--- src/rtl/pipe_mux_n.sv ---
// N:1 select stage with registered output and a 2-entry skid buffer.
// Illegal selects yield zero data plus an error flag and bump a saturating counter.
module pipe_mux_n #(
  parameter int WIDTH  = 16,
  parameter int NUM_IN = 3,
  parameter int SEL_W  = $clog2(NUM_IN),
  parameter int CNT_W  = 8
) (
  input  logic                    clk,
  input  logic                    rst_n,
  input  logic                    flush,
  input  logic                    in_valid,
  output logic                    in_ready,
  input  logic [SEL_W-1:0]        sel,
  input  logic [NUM_IN*WIDTH-1:0] in_data,
  output logic                    out_valid,
  input  logic                    out_ready,
  output logic [WIDTH-1:0]        out_data,
  output logic                    out_err,
  output logic [CNT_W-1:0]        err_cnt
);

  typedef enum logic [1:0] {
    EMPTY = 2'd0,
    ONE   = 2'd1,
    FULL  = 2'd2
  } state_t;

  state_t           r_state;
  logic [WIDTH:0]   r_head;
  logic [WIDTH:0]   r_skid;
  logic             r_in_ready;
  logic             r_out_valid;
  logic [CNT_W-1:0] r_err_cnt;

  logic [WIDTH-1:0] w_sel_data;
  logic             w_err;
  logic [WIDTH:0]   w_entry;
  logic             w_push;
  logic             w_pop;

  // Explicit compare loop keeps out-of-range selects at zero, never X.
  always_comb begin
    w_sel_data = '0;
    for (int k = 0; k < NUM_IN; k++) begin
      if (sel == SEL_W'(k)) w_sel_data = in_data[k*WIDTH +: WIDTH];
    end
  end

  assign w_err   = ({1'b0, sel} >= (SEL_W+1)'(NUM_IN));
  assign w_entry = {w_err, w_sel_data};
  assign w_push  = in_valid & r_in_ready;
  assign w_pop   = r_out_valid & out_ready;

  always_ff @(posedge clk or negedge rst_n) begin
    if (!rst_n) begin
      r_state     <= EMPTY;
      r_head      <= '0;
      r_skid      <= '0;
      r_in_ready  <= 1'b1;
      r_out_valid <= 1'b0;
      r_err_cnt   <= '0;
    end else if (flush) begin
      r_state     <= EMPTY;
      r_head      <= '0;
      r_skid      <= '0;
      r_in_ready  <= 1'b1;
      r_out_valid <= 1'b0;
    end else begin
      if (w_push && w_err && (r_err_cnt != '1))
        r_err_cnt <= r_err_cnt + 1'b1;
      case (r_state)
        EMPTY: begin
          if (w_push) begin
            r_state     <= ONE;
            r_head      <= w_entry;
            r_out_valid <= 1'b1;
          end
        end
        ONE: begin
          if (w_push && w_pop) begin
            r_head <= w_entry;
          end else if (w_push) begin
            r_state    <= FULL;
            r_skid     <= w_entry;
            r_in_ready <= 1'b0;
          end else if (w_pop) begin
            r_state     <= EMPTY;
            r_head      <= '0;
            r_out_valid <= 1'b0;
          end
        end
        FULL: begin
          if (w_pop) begin
            r_state    <= ONE;
            r_head     <= r_skid;
            r_skid     <= '0;
            r_in_ready <= 1'b1;
          end
        end
        default: begin
          r_state     <= EMPTY;
          r_head      <= '0;
          r_skid      <= '0;
          r_in_ready  <= 1'b1;
          r_out_valid <= 1'b0;
        end
      endcase
    end
  end

  assign in_ready  = r_in_ready;
  assign out_valid = r_out_valid;
  assign out_data  = r_head[WIDTH-1:0];
  assign out_err   = r_head[WIDTH];
  assign err_cnt   = r_err_cnt;

endmodule

--- config.mk ---
export PLATFORM = sky130hd
export DESIGN_NAME = pipe_mux_n
export DESIGN_NICKNAME = d
export VERILOG_FILES = /design/src/rtl/pipe_mux_n.sv
export SDC_FILE = /design/constraint.sdc
export NUM_CORES = 1
export LEC_CHECK = 0
export CAP_MARGIN = 10
export CORE_MARGIN = 5
export CORE_UTILIZATION = 46
export CTS_CLUSTER_DIAMETER = 50
export DETAILED_ROUTE_END_ITERATION = 10
export PLACE_DENSITY = 0.8
export SLEW_MARGIN = 0
export SYNTH_ARGS = -nofsm -noshare
export SYNTH_HDL_FRONTEND = slang
export SYNTH_SLANG_ARGS = --single-unit
--- constraint.sdc ---
create_clock -name clk -period 2.37 [get_ports clk]
set_input_delay 0.237 -clock clk [delete_from_list [all_inputs] [get_ports clk]]
set_output_delay 0.237 -clock clk [all_outputs]
set_load 0.01 [all_outputs]
Word level (Yosys, flattened, before mapping)

Cells that the tools add are included.

Bitwise operators: 3
Add/subtract/negate cells: 1
Eq/ne operators: 16
Reduce and logical (&&, ||, !) cells: 10
Mux-type cells: 31
Magnitude comparators: 1

Operators with widths:

| kind                                                                   | number |
|---|---|
| 17-bit two-way mux                                                     | 8 |
| 17-bit case mux with 3 select lines                                    | 2 |
| 16-bit two-way mux                                                     | 3 |
| 3-bit inequality test (second input constant)                          | 6 |
| 2-bit two-way mux                                                      | 6 |
| 4-bit inequality test (second input constant)                          | 3 |
| 4-bit AND reduction                                                    | 3 |
| 1-bit two-way mux                                                      | 9 |
| 8-bit by 1-bit adder with 8-bit output (second input constant)         | 1 |
| 8-bit inequality test (second input constant)                          | 1 |
| 1-bit case mux with 3 select lines                                     | 2 |
| 2-bit case mux with 3 select lines                                     | 1 |
| 5-bit AND reduction                                                    | 1 |
| 2-bit by 1-bit equality test with 1-bit output (second input constant) | 2 |
| 2-bit equality test (second input constant)                            | 2 |
| 2-bit zero test                                                        | 2 |
| 2-bit inequality test (second input constant)                          | 2 |
| 1-bit logical AND                                                      | 3 |
| 1-bit AND                                                              | 2 |
| 2-bit >= comparator (second input constant)                            | 1 |
| 2-bit AND reduction                                                    | 1 |
| 1-bit NOT                                                              | 1 |

Output and inout port bits: 27
Logic and storage cells: 68
Input port bits: 55
Register bits: 46

Longest topological paths before layout

Word-level depth: 8
Gate-level depth with buffers: 6
Gate-level depth less buffers: 5

Worst setup path after synthesis

Ideal clock, no wire load.

Path type: register to register
From: register r_err_cnt[0], in the netlist err_cnt[0]
To: register r_err_cnt[1], in the netlist err_cnt[1]
Arrival: 1.762 ns
Data required time: 2.245 ns
Period minus slack after synthesis: 1.887 ns
Path buffers: 0
Setup time: 0.125 ns
Path slack: 0.483 ns
Cell stages (with the launch flop): 5
Path through: dfrtp_1 > ha_1 > and3_1 > a2111oi_4 > mux2_2

Cells in the longest elaborated chain, start to end: 3
Elaborated cells on any way between the ends: 4
Those cells by class: 1 x add/sub; 1 x eq/ne; 2 x reduce/logical

RTL lines:

| element                                                                                        | line | source |
|---|---|---|
| start, declared                                                                                | 34   | `logic [CNT_W-1:0] r_err_cnt;` |
| start signal, assigned                                                                         | 71   | `r_err_cnt <= r_err_cnt + 1'b1;` |
| parallel branches: the longest is 3 deep, another holds 8-bit by 1-bit adder with 8-bit output | n/a  |  |

Several ways; the timed one is not identified.
A chain may end at the register's enable or synchronous reset.

Final worst setup path

Ends and elaborated chain as after synthesis.

==> reports/results.txt <==
FMAX: 511 MHz
global-route usage over all layers: 18.6%
IO Pins: 82
Max-slew headroom: 48.0%
area growth from synthesis to layout: 40.0%
Setup Buffers After CTS: 0
Iter 0 DRT Violations: 107
Post-Syn Instances: 203
CP Launch Type: flip-flop
TritonRoute pass-1 iters: 4
Place WS: 0.326 ns
Layout Cells excl Fill: 356
pins over their slew limit: 0
total power: 2.01 mW
routability cong.: 0.878
mapped cell area: 2420 µm²
Syn. warnings: 0
latest clock arrival within the worst-skew pair: 0.29 ns
setup ws final: 0.413 ns
grt ovf: 0
syn_nets: 259
Core ar.: 5110 µm²
crit path kind: reg -> reg
average wire per standard cell: 16.9 µm
fill count: 439
Vias per Instance: 5.56
Die Span Y: 82.5 µm
most frequent cell after synthesis: dfrtp_1
placed cells: 348
# DRC: 0
Setup TNS Final: 0 ns
clock slew at reported path FFs: 0.07 ns
final antenna-violating net count: 0
number of synthesized register bits: 46
final setup fails: 0
diode count: 0
via count: 1981
R2R cell count: 4
FF-to-FF End: err_cnt[1]
vias in the first global route: 2023
IO Port Bufs: 81
post-synthesis async set-or-reset flop share: 100%
cell taking the most area after synthesis: dfrtp_1
DPL Wire Length: 4.41 mm
DIE AREA: 6810 µm²
Req. time, crit path: 2.55 ns
Nets: 342
Initial Util: 47.4%
crit share post-route: 82.6%
Netlist cell types: 37
Synth top cells by count: dfrtp_1 (45), mux2i_1 (33), o2bb2ai_1 (33), a22o_1 (16), buf_2 (10)
final hold vios: 0
top post-synthesis cells by area: dfrtp_1 (47%), mux2i_1 (14%), o2bb2ai_1 (12%)
number of synthesized flops with an enable pin: 0
crit-path max FO: 8
register area share after synthesis: 47.6%
largest net degree at the start of global routing: 34
CP Capture Type: flip-flop
top cell type's share of synthesized area: 46.6%
Routed WL: 6.02 mm
Clock Path Buffers: 2
max_cap viols: 0
Clock Sinks: 46
min Tclk post-route: 1.96 ns
Avg Inst Size Synth: 11.9 µm²
number of antenna violations at the first check in global routing: 0
layout cells sized above 1: 8.39%
Pwr Density: 593 nW/µm²
Worst Tran Pin Value: 0.780 ns
Die X: 82.5 µm
hold crit path type: in -> async
Arr. time, crit path: 2.14 ns
peak supply drop: 0.249 mV
RSZ-0062 raised after global routing: false
Core Rows: 26
Setup Skew: 0.00503 ns
Static Leak: 1.39 nW
H-tree Lvls: 2
clk root buf: clkbuf_8
global-route wire length before repair: 9.60 mm
total CTS buffers: 5
FF-to-FF Start: err_cnt[0]
flop2flop setup slack: 0.41 ns
status: finished, final reports clean
final core utilization: 66.3%
CTS tree: built
Setup crit start: err_cnt[0]
dominant synthesized flop cell: dfrtp_1
[registers in the layout, summed over array words and instances (netlist names)]
name / flops
err_cnt: 8
r_skid: 17
out_valid: 1
in_ready: 1
r_state: 2
r_head: 17
[metrics by stage]
stage / hold slack [ns] / area [µm²]
finish: 0.369 / 3390
floorplan: -0.0586 / 2420
detailed placement: 0.138 / 3300
global placement: 0.139 / 3300
global route: 0.401 / 3390
CTS: 0.354 / 3390
[worst max-delay path, cell delays in order, from the launching register on]
cell	delay, ns
dfrtp_1	0.42
ha_1	0.25
and3_1	0.22
a2111oi_4	0.57
mux2_2	0.39
[timing repair]
| action | in CTS | in global routing |
|---|---|---|
| hold buffers | 1 | 0 |
| setup endpoints to repair | 0 | 0 |
| endpoints found under the hold margin | 12 | 0 |
| resized for setup | 0 | 0 |
[report_power, final]
part           internal (mW)  switching [mW]  leakage (nW)  total, mW
logic                  0.334           0.281         0.731      0.615
registers              0.869          0.0814         0.625      0.950
clock network          0.203           0.240        0.0383      0.443
total                   1.41           0.602          1.39       2.01
[cell usage in the layout, fill, tap and decap left out, types with 5 or more instances in the layout]
cell,count
a21oi_1,6
clkdlybuf4s50_1,80
clkbuf_8,5
nand3_1,5
nand2_1,5
a22o_1,16
mux2i_1,33
nor2_1,5
o2bb2ai_1,33
dfrtp_1,45
buf_4,9
xnor2_1,6
[metal layers]
metal,global-route usage [%],vias to the layer above,wire length (µm)
met5,0,-,0
met4,5.39,0,72
met3,4.99,8,464
met2,31.7,68,2960
met1,23.0,961,2530
li1,-,944,-
[worst max path at each step]
stage                 endpoint  cells after the start  slack (ns)
finish              err_cnt[1]                      4        0.41
global route        err_cnt[1]                      4        0.32
CTS                 err_cnt[1]                      4        0.40
detailed placement   r_skid[8]                      5        0.33
global placement     r_skid[4]                      5        0.37
floorplan           err_cnt[1]                      4        0.48
[final cells by class]
cell class | count | area (µm²) | area share (%)
multi-input cells | 142 | 1190 | 35.0
flip-flops and latches | 46 | 1150 | 34.0
repair buffers | 91 | 883 | 26.1
well taps | 70 | 87.6 | 2.59
clock buffers | 7 | 76.3 | 2.25
[logic make-up after synthesis]
family,Yosys count,synth area share [%]
XOR/XNOR,7,2.53
AO/OA/AOI/OAI,65,23.2
AND/OR/NAND/NOR,35,8.69
flip-flops,46,47.6
adder cells (fa/ha/maj),1,0.517
buffers and inverters,15,3.31
multiplexers,34,14.1
No activity file was read; power rests on OpenSTA's default activity.
